## src/rtl/conv_window_sched.sv

```systemverilog
// conv_window_sched
// Walks every valid 3x3 window of an IMG_W x IMG_H row-major image held in a
// synchronous-read pixel RAM. For each window the nine pixels are fetched in
// raster order, handed to the MAC datapath over a valid/ready handshake, and
// then the window origin advances. Finished results reported by the MAC are
// counted, and done pulses once all (IMG_W-2)*(IMG_H-2) results are back.
//
// Ports
//   clk        clock, all state on rising edge
//   rst        asynchronous active-high reset
//   start      one-cycle pulse, begins a frame when idle (ignored while busy)
//   busy       high from the cycle after an accepted start until done
//   done       one-cycle pulse when the last result is counted
//   ram_rd     RAM read strobe
//   ram_addr   RAM read address
//   ram_dout   RAM read data, valid one cycle after ram_rd
//   win_valid  window data valid to MAC
//   win_ready  MAC accepts window
//   win_data   tap k = i*3+j (row i, col j) at bits [k*DW +: DW]
//   win_row    top row of current window
//   win_col    left column of current window
//   res_valid  MAC reports one finished result
//   res_cnt    results counted this frame (saturating)
//   ovf        sticky: result seen while idle or beyond the expected count
module conv_window_sched #(
  parameter int IMG_W = 8,
  parameter int IMG_H = 8,
  parameter int DW    = 8,
  parameter int AW    = 6
) (
  input  logic                          clk,
  input  logic                          rst,
  input  logic                          start,
  output logic                          busy,
  output logic                          done,
  output logic                          ram_rd,
  output logic [AW-1:0]                 ram_addr,
  input  logic [DW-1:0]                 ram_dout,
  output logic                          win_valid,
  input  logic                          win_ready,
  output logic [9*DW-1:0]               win_data,
  output logic [$clog2(IMG_H)-1:0]      win_row,
  output logic [$clog2(IMG_W)-1:0]      win_col,
  input  logic                          res_valid,
  output logic [$clog2(IMG_W*IMG_H):0]  res_cnt,
  output logic                          ovf
);

  localparam int RW   = $clog2(IMG_H);
  localparam int CW   = $clog2(IMG_W);
  localparam int CNTW = $clog2(IMG_W*IMG_H) + 1;

  localparam logic [CNTW-1:0] N_RES    = CNTW'((IMG_W-2)*(IMG_H-2));
  localparam logic [CNTW-1:0] CNT_MAX  = {CNTW{1'b1}};
  localparam logic [RW-1:0]   LAST_ROW = RW'(IMG_H-3);
  localparam logic [CW-1:0]   LAST_COL = CW'(IMG_W-3);
  // Tap counter value of the final fetch cycle: no read, only the last capture.
  localparam logic [3:0]      TAP_LAST = 4'd9;

  typedef enum logic [2:0] {
    S_IDLE     = 3'd0,
    S_FETCH    = 3'd1,
    S_ISSUE    = 3'd2,
    S_ADV      = 3'd3,
    S_WAIT_RES = 3'd4
  } state_t;

  state_t              state_r, state_nxt_s;
  logic [3:0]          tap_r, tap_nxt_s;
  logic [RW-1:0]       row_r, row_nxt_s;
  logic [CW-1:0]       col_r, col_nxt_s;
  logic                busy_r, busy_nxt_s;
  logic                done_r, done_nxt_s;
  logic                rd_r, rd_nxt_s;
  logic [AW-1:0]       addr_r, addr_nxt_s;
  logic                wv_r, wv_nxt_s;
  logic [CNTW-1:0]     cnt_r, cnt_nxt_s;
  logic                ovf_r, ovf_nxt_s;
  logic [9*DW-1:0]     data_r;
  logic [3:0]          cap_idx_s;

  // Pixel address of tap k of the window whose top-left corner is (r, c).
  function automatic logic [AW-1:0] tap_addr(input logic [RW-1:0] r,
                                             input logic [CW-1:0] c,
                                             input logic [3:0]    k);
    int unsigned ti;
    int unsigned tj;
    int unsigned a;
    ti = 32'(k) / 32'd3;
    tj = 32'(k) % 32'd3;
    a  = (32'(r) + ti) * 32'(IMG_W) + 32'(c) + tj;
    return AW'(a);
  endfunction

  // The read for tap k-1 was issued last cycle, so its data lands in slot k-1.
  assign cap_idx_s = tap_r - 4'd1;

  // Next-state, window walk, result accounting and registered-output decode.
  always_comb begin
    state_nxt_s = state_r;
    tap_nxt_s   = tap_r;
    row_nxt_s   = row_r;
    col_nxt_s   = col_r;
    busy_nxt_s  = busy_r;
    done_nxt_s  = 1'b0;
    wv_nxt_s    = 1'b0;
    cnt_nxt_s   = cnt_r;
    ovf_nxt_s   = ovf_r;
    rd_nxt_s    = 1'b0;
    addr_nxt_s  = '0;

    // Results are counted in any busy state; the walk never waits on them.
    if (res_valid) begin
      if (!busy_r || (cnt_r >= N_RES)) begin
        ovf_nxt_s = 1'b1;
      end else begin
        ovf_nxt_s = ovf_r;
      end
      if (busy_r && (cnt_r != CNT_MAX)) begin
        cnt_nxt_s = cnt_r + CNTW'(1);
      end else begin
        cnt_nxt_s = cnt_r;
      end
    end else begin
      ovf_nxt_s = ovf_r;
      cnt_nxt_s = cnt_r;
    end

    case (state_r)
      S_IDLE: begin
        if (start) begin
          state_nxt_s = S_FETCH;
          tap_nxt_s   = 4'd0;
          row_nxt_s   = '0;
          col_nxt_s   = '0;
          busy_nxt_s  = 1'b1;
          cnt_nxt_s   = '0;
          ovf_nxt_s   = 1'b0;
        end else begin
          state_nxt_s = S_IDLE;
        end
      end
      S_FETCH: begin
        if (tap_r == TAP_LAST) begin
          state_nxt_s = S_ISSUE;
          tap_nxt_s   = 4'd0;
          wv_nxt_s    = 1'b1;
        end else begin
          tap_nxt_s   = tap_r + 4'd1;
        end
      end
      S_ISSUE: begin
        if (win_ready) begin
          state_nxt_s = S_ADV;
        end else begin
          wv_nxt_s    = 1'b1;
        end
      end
      S_ADV: begin
        if (col_r == LAST_COL) begin
          col_nxt_s = '0;
          row_nxt_s = row_r + RW'(1);
        end else begin
          col_nxt_s = col_r + CW'(1);
        end
        if ((row_r == LAST_ROW) && (col_r == LAST_COL)) begin
          state_nxt_s = S_WAIT_RES;
        end else begin
          state_nxt_s = S_FETCH;
          tap_nxt_s   = 4'd0;
        end
      end
      S_WAIT_RES: begin
        // Uses the post-increment count so a result arriving on entry finishes.
        if (cnt_nxt_s >= N_RES) begin
          state_nxt_s = S_IDLE;
          done_nxt_s  = 1'b1;
          busy_nxt_s  = 1'b0;
        end else begin
          state_nxt_s = S_WAIT_RES;
        end
      end
      default: begin
        state_nxt_s = S_IDLE;
        tap_nxt_s   = 4'd0;
        busy_nxt_s  = 1'b0;
      end
    endcase

    // Read strobe/address are registered, so decode them from the next state.
    if ((state_nxt_s == S_FETCH) && (tap_nxt_s != TAP_LAST)) begin
      rd_nxt_s   = 1'b1;
      addr_nxt_s = tap_addr(row_nxt_s, col_nxt_s, tap_nxt_s);
    end else begin
      rd_nxt_s   = 1'b0;
      addr_nxt_s = '0;
    end
  end

  // State register and registered control outputs.
  always_ff @(posedge clk or posedge rst) begin
    if (rst) begin
      state_r <= S_IDLE;
      tap_r   <= 4'd0;
      row_r   <= '0;
      col_r   <= '0;
      busy_r  <= 1'b0;
      done_r  <= 1'b0;
      rd_r    <= 1'b0;
      addr_r  <= '0;
      wv_r    <= 1'b0;
      cnt_r   <= '0;
      ovf_r   <= 1'b0;
    end else begin
      state_r <= state_nxt_s;
      tap_r   <= tap_nxt_s;
      row_r   <= row_nxt_s;
      col_r   <= col_nxt_s;
      busy_r  <= busy_nxt_s;
      done_r  <= done_nxt_s;
      rd_r    <= rd_nxt_s;
      addr_r  <= addr_nxt_s;
      wv_r    <= wv_nxt_s;
      cnt_r   <= cnt_nxt_s;
      ovf_r   <= ovf_nxt_s;
    end
  end

  // Window tap capture; pixel data is passed through untouched.
  always_ff @(posedge clk or posedge rst) begin
    if (rst) begin
      data_r <= '0;
    end else if ((state_r == S_FETCH) && (tap_r != 4'd0)) begin
      data_r[cap_idx_s*DW +: DW] <= ram_dout;
    end else begin
      data_r <= data_r;
    end
  end

  assign busy      = busy_r;
  assign done      = done_r;
  assign ram_rd    = rd_r;
  assign ram_addr  = addr_r;
  assign win_valid = wv_r;
  assign win_data  = data_r;
  assign win_row   = row_r;
  assign win_col   = col_r;
  assign res_cnt   = cnt_r;
  assign ovf       = ovf_r;

endmodule

```

## config.mk

```make
export PLATFORM = sky130hd
export DESIGN_NAME = conv_window_sched
export DESIGN_NICKNAME = d
export VERILOG_FILES = /design/src/rtl/conv_window_sched.sv
export SDC_FILE = /design/constraint.sdc
export NUM_CORES = 1
export LEC_CHECK = 0
export ABC_CLOCK_PERIOD_IN_PS = 9100
export CORE_MARGIN = 2
export CORE_UTILIZATION = 55
export DETAILED_ROUTE_END_ITERATION = 16
export MAX_ROUTING_LAYER = met4
export PLACE_DENSITY = 0.93
export RECOVER_POWER = 100
export REMOVE_ABC_BUFFERS = 1
export SLEW_MARGIN = 0
export SYNTH_ARGS = -nofsm -noshare
export SYNTH_HDL_FRONTEND = slang
export SYNTH_SLANG_ARGS = --single-unit
```

## constraint.sdc

```tcl
create_clock -name clk -period 9.1 [get_ports clk]
set_input_delay 1.82 -clock clk [delete_from_list [all_inputs] [get_ports clk]]
set_output_delay 1.82 -clock clk [all_outputs]
set_load 0.01 [all_outputs]
```

# Word-level counts from Yosys, hierarchy flattened
# Index checks and enable logic that the tools add are counted.
# W data, S select, Z words.
word_totals:
  mem_bits_rw: 0
  mem_bits_ro: 0
  latchBits: 0
  memories: 0
  regBits: 103
op_classes:
  magnitude_cmp: 2
  shift: 2
  n_mul: 0
  bitwise_logic: 1
  add_sub_neg: 9
  n_reduce_logical: 11
  n_eq_ne: 12
  mux: 35
  div: 2
op_table:
  columns: ["operator", "n"]
  rows:
  - ["$bwmux W72", 1]
  - ["$shift A8 B34 Y72 const A", 1]
  - ["$shiftx A8 B34 Y72", 1]
  - ["$neg A7 Y34", 1]
  - ["$div A4 B2 Y32 const B", 1]
  - ["$mod A4 B2 Y32 const B", 1]
  - ["$mux W7", 4]
  - ["$mux W3", 8]
  - ["$pmux W4 S4", 1]
  - ["$pmux W3 S5", 1]
  - ["$ge A7 B6 Y1 const B", 2]
  - ["$mux W1", 12]
  - ["$mux W4", 3]
  - ["$pmux W3 S2", 2]
  - ["$eq A3 B3 Y1 const B", 3]
  - ["$add A7 B1 Y7 const B", 1]
  - ["$ne A7 B7 Y1 const B", 1]
  - ["$add A3 B1 Y3 const B", 2]
  - ["$add A6 B3 Y6", 1]
  - ["$add A6 B6 Y6", 1]
  - ["$eq A3 B1 Y1 const B", 2]
  - ["$eq A3 B2 Y1 const B", 2]
  - ["$mux W6", 1]
  - ["$add A4 B1 Y4 const B", 1]
  - ["other kinds (16)", 20]

# Logic depth before layout (Yosys ltp)
# Gate-level depths: netlist of the first run.
depth:
  word_depth: 10
  depth_mapped: 27
  depth_no_buf: 27

# Worst setup path after synthesis of the first run
# OpenSTA, ideal clock, no wires.
synth_timing:
  kind: "input to register"
  startpoint: "in start"
  endpoint: "reg addr_r[5], in the netlist ram_addr[5]"
  required_time_ns: 8.963
  path_stages: 24
  t_arrival_ns: 6.440
  n_path_buf: 1
  setup_ns: 0.137
  path_slack_ns: 2.523
  cell_sequence: "nor3b_1 > o32a_1 > a21o_1 > inv_1 > ha_1 > inv_1 > o41ai_1 > a2bb2oi_2 > and2_1 > buf_2 > xnor2_1 > ha_1 > nor4_1 > o21ai_2 > mux2_2 > ha_1 > a21o_1 > a21oi_1 > o21bai_1 > a21oi_1 > xnor2_1 > xnor2_1 > xnor2_1 > nor2_1"
synth_via:
  elab_chain_cells: 7
  word_cells_on_any_way: 17
synth_lines:
  columns: ["item", "line_no", "text"]
  rows:
  - ["start: declaration", "33", "input logic start,"]
  - ["$mux W4", "131", "if (start) begin"]
  - ["$pmux W4 S4", "129", "case (state_r)"]
  - ["$div A4 B2 Y32", "89", "ti = 32'(k) / 32'd3;"]
  - ["$add A3 B3 Y3", "91", "a = (32'(r) + ti) * 32'(IMG_W) + 32'(c) + tj;"]
  - ["$add A6 B3 Y6", "91", null]
  - ["$add A6 B6 Y6", "91", null]
  - ["$mux W6 (*)", "191", "if ((state_nxt_s == S_FETCH) && (tap_nxt_s != TAP_LAST)) begin"]
  - ["net addr_nxt_s[5]", "75", "logic [AW-1:0] addr_r, addr_nxt_s;"]
  - ["end signal: assignment", "222", "addr_r <= addr_nxt_s;"]
  - ["end: declaration", "75", null]
# The timed path passes the listed nets; every way through them passes the cells marked *.
# A chain may end at the register's enable or synchronous reset.

# Final worst setup path of the first run
layout_timing:
  startpoint: "in start"
  endpoint: "reg addr_r[5], in the netlist ram_addr[5]"
layout_via:
  elab_chain_cells: 7
  word_cells_on_any_way: 17
layout_lines:
  columns: ["item", "line_no", "text"]
  rows:
  - ["$mux W4 (*)", "131", null]
  - ["$pmux W4 S4 (*)", "129", null]
  - ["net tap_nxt_s[3]", "69", "logic [3:0] tap_r, tap_nxt_s;"]
  - ["$div A4 B2 Y32", "89", null]
  - ["$add A3 B3 Y3", "91", null]
  - ["$add A6 B3 Y6", "91", null]
  - ["$add A6 B6 Y6", "91", null]
  - ["$mux W6 (*)", "191", null]
  - ["net addr_nxt_s[5]", "75", null]
# Marked as above.

==> flow_metrics.py, run 1 <==
metrics = {
    "status": {
        "outcome": "finished with violations",
        "violations": "max-capacitance violations, max-slew violations",
    },
    "global_route": {
        "track_usage": 0.269,
        "grt_max_degree": 73,
        "grt_pass1_wl_um": 20800,
        "grt.overflow.total": 0,
        "antenna_found_initial": 0,
        "grt_pass1_vias": 4226,
    },
    "logic_synthesis": {
        "async_flop_share": 1.00,
        "synth_cell_types": 61,
        "synth_area_per_cell_um2": 9.53,
        "syn_area_um2": 5070,
        "synth.top_cell.area_share": 0.509,
        "synth-edff-count": 0,
        "synth_area_leader_cell": "dfrtp_1",
        "synth_warnings": 0,
        "synth_flop_cell": "dfrtp_1",
        "synth_area_leaders": "dfrtp_1 51%, nand2_1 8.7%, o21ai_0 6.5%",
        "synthCells": 532,
        "yosysSeqAreaShare": 0.509,
        "ys_ff_latch": 103,
    },
    "clock_tree": {
        "cts_tree": "done",
        "ctsHoldBuffers": 0,
        "clk_latency_ns": 0.38,
        "cts_buffers": 9,
        "ctsHtreeMaxLevel": 3,
        "clockBufferDepth": 2,
        "clkTransAtPathRegs_ns": 0.10,
        "cts_root_buf": "clkbuf_8",
        "clock_sinks": 103,
        "cts_resized": 0,
        "cts_setup_buffers": 0,
    },
    "floorplanning": {
        "dieArea_um2": 10000,
        "rows": 35,
        "core_region_area_um2": 9110,
        "start_util": 0.556,
        "die_h_um": 100,
        "die_w_um": 100,
        "ios": 109,
    },
    "place": {
        "gp_congestion": 0.956,
        "port_buffers": 108,
        "hpwl_um": 9250,
        "placed_cell_area_um2": 6230,
    },
    "critical_path": {
        "crit_start": "start",
        "path_cells": "dlygate4sd3_1, nor3b_1, o32a_1, o211ai_1, ha_1, inv_1, o41ai_1, a2bb2oi_1, and2_0, xnor2_1, ha_1, nor4_1, o21ai_2, mux2_1, ha_1, a21o_1, a21oi_1, o21bai_1, a21oi_1, xnor2_1, xnor2_1, xnor2_1, nor2_1",
        "cp_slowest_stage_delay_ns": 0.59,
        "end_kind": "flip-flop",
        "cp.required_ns": 9.33,
        "cp_max_fo": 10,
        "crit_path_start_kind": "primary input",
        "path_common_cell": "xnor2_1",
        "rr_startpoint": "state_r[0]",
        "cp_slowest_cell": "dlygate4sd3_1",
        "crit_arrival_ns": 8.20,
        "crit_type": "primary input to flip-flop",
    },
    "route": {
        "drtAntennaViolNets": 0,
        "dr.pass1.iters": 5,
        "wl_um": 12400,
        "drtIter0Drc": 226,
        "vias": 4321,
        "vias_per_cell": 5.76,
        "drc": 0,
        "wl_per_cell_um": 16.6,
    },
    "flow_run": {
        "cap_violations": 2,
    },
    "timing": {
        "slew_viol_final": 85,
        "post-route-period-util": 0.876,
        "hold_violations": 0,
        "clock_skew_ns": 0.0156,
        "tightest_slew_ns": 3.67,
        "setup_viol": 0,
        "fmax_mhz": 125,
        "rsz0062_at_grt": "no",
        "max_slew_margin": -1.44,
        "hold_ws_ns": 0.489,
        "finalCriticalPeriod_ns": 7.97,
        "tns_ns": 0,
    },
    "power": {
        "p_leak_uw": 0.00298,
        "powerDensity_nw_per_um2": 446,
        "ir_drop_v": 0.000690,
    },
    "finish": {
        "syn_to_final_growth_pct": 26.7,
        "num_antenna_cells": 0,
        "final_nets": 670,
        "drive_gt1_frac": 0.0501,
        "fillers": 679,
        "stdcell_area_um2": 6420,
    },
    "min_path": {
        "min_path_type": "flip-flop to flip-flop",
        "min_from": "win_data[13]",
    },
}
==> state kept, by name (all words and copies together) (netlist names), 3 cells and up <==
signal	cells
tap_r	4
win_row	3
res_cnt	7
state_r	3
win_data	72
win_col	3
ram_addr	6
==> metal layers <==
layer	vias to the layer above	GRT usage	part of all wire
met1	2055	0.343	0.42
met4	0	0.0948	0.020
met5	-	-	0
li1	2035	-	-
met2	202	0.442	0.50
met3	29	0.0411	0.065
==> cells in the final DEF (no fill, tap or decap), types with 8 or more instances in the layout <==
| master | instances |
|---|---|
| nand2_1 | 117 |
| a21oi_1 | 12 |
| dlygate4sd3_1 | 100 |
| nand3_1 | 11 |
| xnor2_1 | 12 |
| inv_1 | 25 |
| dfrtp_1 | 103 |
| o21ai_0 | 67 |
| nor2_1 | 32 |
| mux2_2 | 10 |
| clkbuf_8 | 9 |
| ha_1 | 21 |
| clkdlybuf4s50_1 | 8 |
==> synth_stat cells (all sizes together), types with 6 or more instances <==
cell type	count
mux2	11
o21ai	69
clkbuf	14
and3	6
nor3	7
nand2	117
nand3	11
nand3b	6
ha	21
a21oi	12
inv	26
xor2	6
nor2	32
dfrtp	103
xnor2	12
==> worst max-delay path: cells and delay by family <==
| family | cells | cell delay, ns |
|---|---|---|
| adders and majority gates | 3 | 0.99 |
| buffers and inverters | 2 | 0.66 |
| and+or+nand+nor | 4 | 1.30 |
| AOI/OAI and AO/OA | 9 | 2.45 |
| muxes | 1 | 0.40 |
| xor gates and xnor gates | 4 | 0.58 |
==> per-stage QoR <==
stage / power, uW / worst slack, ns / std cells / util
detailed placement: 2630 / 1.38 / 734 / 0.684
finish: 2860 / 1.13 / 750 / 0.705
CTS: 2960 / 1.76 / 750 / 0.708
global route: 3150 / 0.644 / 750 / 0.705
global placement: 2510 / 1.68 / 734 / 0.684
floorplan: 1990 / 2.51 / 513 / -
==> worst paths after layout <==
path | to | slack, ns | cells after the start
worst max-delay path | ram_addr[5] | 1.13 | 23
worst min-delay path | win_data[13] | 0.49 | 2
worst max register to register | ram_addr[5] | 2.21 | 22
worst min register to register | win_data[13] | 0.49 | 2
max in group asynchronous | win_data[29] | 2.88 | 3
min in group asynchronous | done | 2.21 | 2
==> logic make-up after synthesis <==
group | Yosys count | share of synthesized area
AND/OR/NAND/NOR | 210 | 0.188
XOR/XNOR | 18 | 0.0311
buffers and inverters | 45 | 0.0355
adder cells (fa/ha/maj) | 23 | 0.0597
flip-flops | 103 | 0.509
multiplexers | 16 | 0.0343
AO/OA/AOI/OAI | 117 | 0.143
==> where the power goes <==
group / internal (uW) / switching [uW] / total (uW)
Combinational: 790 / 1010 / 1800
Sequential: 635 / 122 / 757
Clock: 136 / 175 / 311
==> area by class of cell <==
| cell class | count | area, um2 | share of cell area |
|---|---|---|---|
| multi-input combinational | 384 | 2300 | 0.358 |
| timing repair buffer | 110 | 1090 | 0.169 |
| clock buffer | 9 | 124 | 0.0193 |
| sequential | 103 | 2580 | 0.401 |
| inverter | 26 | 98.8 | 0.0154 |
| clock inverter | 7 | 95.1 | 0.0148 |
| tap | 111 | 139 | 0.0216 |
(Power assumes the default switching activity.)
==> run 2, diff against run 1 <==
- RECOVER_POWER: 100 -> unset
==> flow_metrics.py, run 2 (synthesis gave the netlist of run 1 again) <==
metrics = {
    "timing": {
        "tightest_slew_ns": 1.12,
        "slew_viol_final": 0,
        "clock_skew_ns": 0.0211,
        "rsz0062_at_grt": "no",
        "max_slew_margin": 0.246,
        "hold_violations": 0,
        "finalCriticalPeriod_ns": 7.40,
        "post-route-period-util": 0.813,
        "fmax_mhz": 135,
        "setup_viol": 0,
        "tns_ns": 0,
        "timing.final.ws_setup_ns": 1.70,
    },
    "finish": {
        "final_nets": 670,
        "drive_gt1_frac": 0.0595,
        "syn_to_final_growth_pct": 27.2,
        "largest_register_ffs": 72,
        "mostFrequentLayoutCell": "nand2_1",
        "final_cell_mix": "117 x nand2_1, 108 x clkdlybuf4s50_1, 103 x dfrtp_1, 66 x o21ai_0, 32 x nor2_1",
        "num_antenna_cells": 0,
    },
    "critical_path": {
        "reg2reg_slack_ns": 2.80,
        "end_kind": "flip-flop",
        "r2r_cells": 22,
        "cp.required_ns": 9.33,
        "rr_startpoint": "state_r[0]",
        "cp_max_fo": 10,
        "path_cells": "clkdlybuf4s50_1, nor3b_1, o32a_1, o211ai_2, ha_1, inv_1, o41ai_1, a2bb2oi_2, and2_1, xnor2_1, ha_1, nor4_1, o21ai_2, mux2_2, ha_1, a21o_1, a21oi_1, o21bai_1, a21oi_1, xnor2_1, xnor2_1, xnor2_1, nor2_1",
        "crit_path_start_kind": "primary input",
        "r2r_end": "ram_addr[5]",
        "crit_type": "primary input to flip-flop",
        "crit_arrival_ns": 7.63,
        "cp_slowest_stage_delay_ns": 0.53,
        "path_common_cell": "xnor2_1",
        "cp_slowest_cell": "o41ai_1",
    },
    "clock_tree": {
        "clock_sinks": 103,
        "clkTransAtPathRegs_ns": 0.10,
        "clk_latency_ns": 0.38,
        "cts_root_buf": "clkbuf_8",
        "cts_tree": "done",
        "cts_setup_buffers": 0,
        "cts_buffers": 9,
        "clockBufferDepth": 2,
        "ctsHtreeMaxLevel": 3,
        "cts_resized": 0,
        "ctsHoldBuffers": 0,
    },
    "power": {
        "ir_drop_v": 0.000691,
        "comb_power_share": 0.634,
        "pwr-share-seq": 0.259,
        "clkPwrFrac": 0.106,
        "powerDensity_nw_per_um2": 457,
        "switching_share": 0.447,
        "p_int_uw": 1630,
        "p_switching_uw": 1320,
        "p_leak_uw": 0.00284,
    },
    "route": {
        "drtIter0Drc": 239,
        "vias_per_cell": 5.78,
        "wl_per_cell_um": 16.7,
        "drc": 0,
        "vias": 4332,
        "drtAntennaViolNets": 0,
        "dr.pass1.iters": 5,
        "wl_um": 12500,
    },
    "status": {
        "outcome": "completed",
    },
    "min_path": {
        "min_from": "win_data[20]",
        "min_to": "win_data[20]",
        "hold_depth": 2,
        "min_path_type": "flip-flop to flip-flop",
    },
    "floorplanning": {
        "rows": 35,
        "dieArea_um2": 10000,
        "die_w_um": 100,
        "ios": 109,
        "start_util": 0.556,
        "die_h_um": 100,
        "core_region_area_um2": 9110,
    },
    "flow_run": {
        "cap_violations": 0,
    },
    "global_route": {
        "grt_pass1_wl_um": 20800,
        "grt_pass1_vias": 4226,
        "antenna_found_initial": 0,
        "grt.overflow.total": 0,
        "grt_max_degree": 73,
        "track_usage": 0.269,
    },
    "place": {
        "post-place-ws_ns": 1.38,
        "hpwl_um": 9250,
        "port_buffers": 108,
        "gp_congestion": 0.956,
    },
}
[run 2: changes by cell type in the layout (fill, tap and decap cells not counted), sizes merged]
| cell | change |
|---|---|
| clkdlybuf4s50 | +100 |
| clkinvlp | -1 |
| clkbuf | -2 |
| inv | +1 |
| buf | +2 |
| dlygate4sd3 | -100 |
[run 2: cell type report]
cell class	count	area, um2
clock inverter	7	95.1
fill	674	2660
clock buffer	9	124
timing repair buffer	110	1100
tap	111	139
inverter	26	100
multi-input combinational	384	2320
sequential	103	2580
[run 2: layer usage]
layer,track usage,wire length (um),share of wire
met2,0.442,6130,0.49
met1,0.343,5200,0.42
met4,0.0948,289,0.023
met5,-,0,0
met3,0.0411,882,0.071
[run 2: power groups by stage]
| stage | clock (uW) | sequential [uW] | combinational [uW] |
|---|---|---|---|
| floorplan | 0 | 817 | 1180 |
| global placement | 0 | 760 | 1750 |
| detailed placement | 0 | 772 | 1860 |
| CTS | 317 | 763 | 1880 |
| global route | 338 | 784 | 2110 |
| finish | 313 | 764 | 1870 |
[run 2: worst max-delay path by stage]
stage	startpoint	endpoint	depth (start not counted)
2_1_floorplan	start	ram_addr[5]	23
3_3_place_gp	start	ram_addr[5]	23
3_5_place_dp	start	ram_addr[5]	23
4_1_cts	start	ram_addr[5]	23
5_1_grt	start	ram_addr[5]	23
6_report	start	ram_addr[5]	23
[run 2: worst max-delay path: cells and delay by family]
family	cells	cell delay [ns]
simple gates	4	1.18
fa+ha+maj	3	0.92
mux	1	0.34
xor+xnor	4	0.56
buf+inv	2	0.59
compound gates	9	2.22
[run 2: metrics by stage]
step	std cells	total power, uW	hold slack, ns	util	cell area, um2
after floorplan	513	1990	0.516	-	4990
after global placement	734	2510	0.460	0.684	6230
after detailed placement	734	2630	0.473	0.684	6230
after CTS	750	2960	0.498	0.708	6450
after global routing	750	3230	0.528	0.708	6450
final	750	2950	0.497	0.708	6450
